[src/rtl/mic_mem_bridge_pkg.sv]
// Shared RV32I microcontroller definitions: access codes, local-memory tag,
// funct3 load/store size codes and the external bridge state encoding.
package mic_mem_bridge_pkg;

    localparam logic [1:0] ACCESS_READ  = 2'd0;
    localparam logic [1:0] ACCESS_WRITE = 2'd1;
    localparam logic [1:0] ACCESS_CODE  = 2'd2;

    localparam logic [3:0] UC_TADDR = 4'h1;

    localparam logic [2:0] FUNCT3_LB  = 3'b000;
    localparam logic [2:0] FUNCT3_LH  = 3'b001;
    localparam logic [2:0] FUNCT3_LW  = 3'b010;
    localparam logic [2:0] FUNCT3_LBU = 3'b100;
    localparam logic [2:0] FUNCT3_LHU = 3'b101;
    localparam logic [2:0] FUNCT3_SB  = 3'b000;
    localparam logic [2:0] FUNCT3_SH  = 3'b001;
    localparam logic [2:0] FUNCT3_SW  = 3'b010;

    typedef enum logic [1:0] {
        IDLE = 2'd0,
        REQ  = 2'd1,
        WAIT = 2'd2,
        DONE = 2'd3
    } bridge_state_t;

endpackage

[src/rtl/mic_lane_fmt.sv]
// Byte-lane formatting: store data replication/strobes and load shift/extend.
// Purely combinational.
module mic_lane_fmt
    import mic_mem_bridge_pkg::*;
(
    input  logic [1:0]  addr_lo_i,
    input  logic [2:0]  ctrl_i,
    input  logic [31:0] wdata_i,
    input  logic [31:0] rdata_i,
    output logic [31:0] wdata_o,
    output logic [3:0]  wstrb_o,
    output logic [31:0] rdata_o
);

    logic [31:0] shifted;

    always_comb begin
        wdata_o = wdata_i;
        wstrb_o = 4'b1111;
        case (ctrl_i[1:0])
            2'd0: begin
                wdata_o = {4{wdata_i[7:0]}};
                wstrb_o = 4'b0001 << addr_lo_i;
            end
            2'd1: begin
                wdata_o = {2{wdata_i[15:0]}};
                wstrb_o = 4'b0011 << {addr_lo_i[1], 1'b0};
            end
            default: ;
        endcase
    end

    // Move the addressed byte/half down to bit 0 before extending.
    assign shifted = rdata_i >> {addr_lo_i, 3'b000};

    always_comb begin
        rdata_o = shifted;
        case (ctrl_i)
            FUNCT3_LB:  rdata_o = {{24{shifted[7]}}, shifted[7:0]};
            FUNCT3_LBU: rdata_o = {24'h0, shifted[7:0]};
            FUNCT3_LH:  rdata_o = {{16{shifted[15]}}, shifted[15:0]};
            FUNCT3_LHU: rdata_o = {16'h0, shifted[15:0]};
            default: ;
        endcase
    end

endmodule

[src/rtl/mic_mem_bridge.sv]
// External memory bridge: stalls the CPU while it runs one valid/ready/ack
// transaction downstream, with a timeout so a dead slave cannot hang the core.
module mic_mem_bridge
    import mic_mem_bridge_pkg::*;
#(
    parameter logic [3:0]  LOCAL_TADDR = UC_TADDR,
    parameter int          TO_BITS     = 8,
    parameter logic [31:0] ERR_DATA    = 32'hDEADBEEF
) (
    input  logic        CLK,
    input  logic        RST_X,
    input  logic [31:0] w_mic_addr,
    input  logic [31:0] w_mic_wdata,
    input  logic        w_mic_mmuwe,
    input  logic [2:0]  w_mic_ctrl,
    input  logic [1:0]  w_mic_req,
    output logic        w_stall,
    output logic [31:0] w_data,
    output logic        m_valid,
    input  logic        m_ready,
    output logic        m_we,
    output logic [31:0] m_addr,
    output logic [31:0] m_wdata,
    output logic [3:0]  m_wstrb,
    input  logic        m_ack,
    input  logic [31:0] m_rdata,
    output logic        r_err
);

    bridge_state_t state_q, state_d;
    logic [31:0]   addr_q, wdata_q, rdata_q;
    logic [2:0]    ctrl_q;
    logic          we_q, err_q;
    logic [3:0]    wstrb_q;
    logic [TO_BITS-1:0] cnt_q;

    logic        new_req, to_hit, ld_rd, set_err, accept;
    logic [1:0]  fmt_addr_lo;
    logic [2:0]  fmt_ctrl;
    logic [31:0] fmt_wdata, fmt_rdata;
    logic [3:0]  fmt_wstrb;

    assign new_req = ((w_mic_req == ACCESS_READ) && (w_mic_addr[31:28] != LOCAL_TADDR))
                   || w_mic_mmuwe;
    assign accept  = (state_q == IDLE) && new_req;
    assign to_hit  = &cnt_q;

    // One formatter serves both directions: live CPU fields while idle (store
    // capture), registered fields once a transaction is in flight (load return).
    assign fmt_addr_lo = (state_q == IDLE) ? w_mic_addr[1:0] : addr_q[1:0];
    assign fmt_ctrl    = (state_q == IDLE) ? w_mic_ctrl      : ctrl_q;

    mic_lane_fmt u_fmt (
        .addr_lo_i (fmt_addr_lo),
        .ctrl_i    (fmt_ctrl),
        .wdata_i   (w_mic_wdata),
        .rdata_i   (m_rdata),
        .wdata_o   (fmt_wdata),
        .wstrb_o   (fmt_wstrb),
        .rdata_o   (fmt_rdata)
    );

    always_comb begin
        state_d = state_q;
        m_valid = 1'b0;
        ld_rd   = 1'b0;
        set_err = 1'b0;
        case (state_q)
            IDLE: if (new_req) state_d = REQ;
            REQ: begin
                if (to_hit) begin
                    state_d = DONE;
                    set_err = 1'b1;
                end else begin
                    m_valid = 1'b1;
                    if (m_ready && m_ack) begin
                        state_d = DONE;
                        ld_rd   = !we_q;
                    end else if (m_ready) begin
                        state_d = WAIT;
                    end
                end
            end
            WAIT: begin
                if (to_hit) begin
                    state_d = DONE;
                    set_err = 1'b1;
                end else if (m_ack) begin
                    state_d = DONE;
                    ld_rd   = !we_q;
                end
            end
            DONE:    state_d = IDLE;
            default: state_d = IDLE;
        endcase
    end

    assign w_stall = RST_X && (accept || (state_q == REQ) || (state_q == WAIT));

    always_ff @(posedge CLK or negedge RST_X) begin
        if (!RST_X) begin
            state_q <= IDLE;
            addr_q  <= '0;
            wdata_q <= '0;
            wstrb_q <= '0;
            ctrl_q  <= '0;
            we_q    <= 1'b0;
            cnt_q   <= '0;
            rdata_q <= '0;
            err_q   <= 1'b0;
        end else begin
            state_q <= state_d;
            if (accept) begin
                addr_q  <= w_mic_addr;
                ctrl_q  <= w_mic_ctrl;
                we_q    <= w_mic_mmuwe;
                wdata_q <= fmt_wdata;
                wstrb_q <= w_mic_mmuwe ? fmt_wstrb : 4'b0000;
                cnt_q   <= '0;
            end else if ((state_q == REQ) || (state_q == WAIT)) begin
                cnt_q <= cnt_q + 1'b1;
            end
            if (ld_rd) rdata_q <= fmt_rdata;
            if (set_err) begin
                rdata_q <= ERR_DATA;
                err_q   <= 1'b1;
            end
        end
    end

    assign w_data  = rdata_q;
    assign r_err   = err_q;
    assign m_we    = we_q;
    assign m_addr  = {addr_q[31:2], 2'b00};
    assign m_wdata = wdata_q;
    assign m_wstrb = wstrb_q;

endmodule

[config.mk]
export PLATFORM = sky130hd
export DESIGN_NAME = mic_mem_bridge
export DESIGN_NICKNAME = d
export VERILOG_FILES = /design/src/rtl/mic_mem_bridge_pkg.sv /design/src/rtl/mic_lane_fmt.sv /design/src/rtl/mic_mem_bridge.sv
export SDC_FILE = /design/constraint.sdc
export NUM_CORES = 1
export LEC_CHECK = 0
export ABC_CLOCK_PERIOD_IN_PS = 2700
export CORE_AREA = 2 2 116 118
export CTS_CLUSTER_SIZE = 40
export DETAILED_ROUTE_END_ITERATION = 8
export DIE_AREA = 0 0 118 120
export PLACE_DENSITY_LB_ADDON = 0.2
export RECOVER_POWER = 100
export SKIP_LAST_GASP = 1
export SYNTH_ARGS = -nofsm -noshare
export SYNTH_HDL_FRONTEND = slang
export SYNTH_SLANG_ARGS = --single-unit
[constraint.sdc]
create_clock -name CLK -period 2.7 [get_ports CLK]
set_clock_uncertainty 0.05 [all_clocks]
set_input_delay 0.54 -clock CLK [delete_from_list [all_inputs] [get_ports CLK]]
set_output_delay 0.54 -clock CLK [all_outputs]
set_load 0.01 [all_outputs]
==> flow_metrics.py <==
metrics = {
    "yosys": {
        "ys.flop_type": "dfrtp_1",
        "synth_edf_count": 0,
        "synth_cell_types": 53,
        "syn_area_sq_um": 5741,
        "ys_seq_area_share_pct": 50.13,
        "netlist_instances": 551,
        "synth.avg_cell_area_sq_um": 10.42,
        "synthArstFlopShare_pct": 100.0,
        "ys_ff_latch": 115,
        "yosys_warnings": 0,
    },
    "route": {
        "route.vias.total": 4902,
        "wl_mm": 15.79,
        "wl_per_cell_microns": 16.85,
        "drtIter0Drc": 343,
        "firstDrtPassIters": 4,
        "vias_per_cell": 5.232,
        "drc_errors": 0,
        "final_antenna_net_count": 0,
    },
    "clock_tree": {
        "cts_tree": "done",
        "clockBufferDepth": 2,
        "htree_levels": 4,
        "cts_hold_buf": 0,
        "clock-sinks": 115,
        "insertion_delay_ps": 420,
        "clkTransAtPathRegs_ps": 50,
        "cts_setup_buffers": 0,
        "root_buffer": "clkbuf_16",
        "numCtsBuffers": 17,
    },
    "sta": {
        "slew_violations": 0,
        "setup_viol": 0,
        "max_freq_mhz": 378.8,
        "fin_hold_ws_ps": 357.1,
        "worst_slack_ps": 60.29,
        "rsz0062_at_grt": "true",
        "max_slew_margin_pct": 2.449,
        "hold_viol_final": 0,
        "min_period_ps": 2640,
        "fin_crit_sh_pct": 97.77,
        "worst_pin_slew_ps": 1463,
        "fin_setup_tns_ps": 0,
    },
    "grt": {
        "grt_max_degree": 63,
        "grt_pass1_wl_mm": 25.45,
        "antenna_found_initial": 0,
        "overflow": 0,
        "grt_usage_pct": 23.03,
        "grt_pass1_vias": 5091,
    },
    "job": {
        "cap_violations": 0,
    },
    "placed_design": {
        "place.port_buffers": 207,
        "pre_cts_slack_ps": -356.1,
        "gp_congestion": 0.8350,
        "dpl.hpwl_mm": 11.56,
        "placed_cell_area_sq_um": 7959,
    },
    "floorplanning": {
        "core_area_sq_um": 12980,
        "boundaryPins": 210,
        "die_area_sq_um": 14160,
        "core.rowCount": 42,
        "die_w_microns": 118,
        "initial_utilization_pct": 44.23,
        "die_h_microns": 120,
    },
    "cells_and_area": {
        "fin_util_pct": 65.62,
        "finalInstanceArea_sq_um": 8517,
        "syn2layout_area_growth_pct": 48.37,
        "final_cell_mix": "115 x dfrtp_1, 103 x clkdlybuf4s50_1, 101 x dlygate4sd3_1",
        "seqCellArea_sq_um": 2878,
        "n_fill_cell": 1047,
        "num-nets-final": 860,
        "layout_commonest_cell": "dfrtp_1",
        "multi_input_area_sq_um": 2500,
        "drive_above_1_share_pct": 9.855,
        "diodes": 0,
    },
    "setup_path": {
        "required_ps": 2110,
        "worstPathMaxFanout": 2,
        "critical_path_class": "input port to primary output",
        "crit_arrival_ps": 2050,
        "startpoint_type": "input port",
        "end_kind": "primary output",
    },
    "power_and_ir_drop": {
        "power_density_nw_per_um2": 1180,
        "power.leakage_nw": 3.758,
        "ir_worst_vdd_mv": 0.6475,
    },
    "status": {
        "status": "complete, no violations",
    },
    "hold_path": {
        "hold_path_class": "input port to flip-flop",
    },
}
==> path summary, 6_finish.rpt <==
path | end | start | cells after the start | slack (ps)
min | addr_q[29]$_DFFE_PN0N_ | w_mic_addr[29] | 2 | 360
max in group asynchronous | addr_q[20]$_DFFE_PN0N_ | RST_X | 2 | 1070
max | w_stall | w_mic_addr[31] | 8 | 60
min reg2reg | r_err$_DFFE_PN0P_ | r_err$_DFFE_PN0P_ | 1 | 410
min in group asynchronous | cnt_q[4]$_DFFE_PN0P_ | RST_X | 2 | 600
max reg2reg | w_data[21]$_DFFE_PN0P_ | state_q[1]$_DFFE_PN0P_ | 8 | 90
==> critical path, cell delays in order <==
cell and delay [ps]:
clkdlybuf4s50_1 440, nor4b_2 270, nor3_1 70, buf_4 160, nor2_2 100, nor2b_1 70
o31a_1 250, buf_2 140
==> cells in the mapped netlist (all sizes together) (3+ instances only) <==
cell type | n | area (sq um)
nand4 | 3 | 18.77
xnor2 | 4 | 35.03
a21oi | 35 | 175.2
nor3 | 10 | 50.05
inv | 8 | 30.03
ha | 4 | 50.05
a211oi | 4 | 30.03
a31oi | 4 | 25.02
o21ai | 34 | 170.2
xor2 | 3 | 26.28
a22o | 3 | 26.28
buf | 44 | 311.5
o2bb2ai | 5 | 43.79
o22a | 12 | 105.1
mux2 | 48 | 544.3
o22ai | 4 | 25.02
and3 | 5 | 31.28
a21o | 4 | 30.03
nand2 | 72 | 270.3
or3 | 3 | 18.77
dfrtp | 115 | 2878
mux2i | 38 | 391.6
clkbuf | 16 | 60.06
nor2 | 44 | 165.2
==> kinds of logic (layout without fill, tap and decap cells) <==
logic type	after synthesis	count (layout)	share of synthesized area [%]
other	1	2	0.06533
xor gates and xnor gates	7	7	1.068
and+or+nand+nor	151	151	11.44
muxes	86	86	16.30
buffers and inverters	68	277	6.996
adders and majority gates	4	4	0.8719
DFF	115	115	50.13
AOI/OAI and AO/OA	119	119	13.12
==> sequential cells by signal, summed over array words and instances, names as in the netlist <==
signal,flops
m_wdata,32
cnt_q,8
ctrl_q,3
m_we,1
state_q,2
w_data,32
addr_q,32
m_wstrb,4
r_err,1
==> routing by layer <==
metal | wire, microns | share of wire [%] | vias up | GRT usage, %
met2 | 7691 | 49 | 210 | 38.08
met3 | 1380 | 8.7 | 37 | 8.175
met4 | 442 | 2.8 | 0 | 10.47
met1 | 6279 | 40 | 2346 | 26.97
met5 | 0 | 0 | - | 0
li1 | - | - | 2309 | -
==> power by group <==
group	switching, mW	internal, mW
registers	0.435	2.52
clock network	0.743	1.49
logic	2.44	2.42
==> metrics by stage <==
stage / power, mW / std cells
6_report: 10.05 / 937
5_1_grt: 10.68 / 937
4_1_cts: 10.48 / 937
3_5_place_dp: 8.211 / 907
3_3_place_gp: 8.044 / 907
2_1_floorplan: 5.982 / 552
==> cell type report <==
cell class | count | share of cell area, %
repair buffers | 239 | 27.00
clock inverters | 4 | 0.8227
flip-flops and latches | 115 | 33.79
clock buffers | 26 | 6.097
inverters | 8 | 0.3526
multi-input cells | 369 | 29.35
well taps | 176 | 2.586
==> what timing repair did <==
action	CTS	global route
endpoints found under the setup margin	4	5
pin swaps	1	1
gates resized for setup	7	2
No activity file was read; power rests on OpenSTA's default activity.
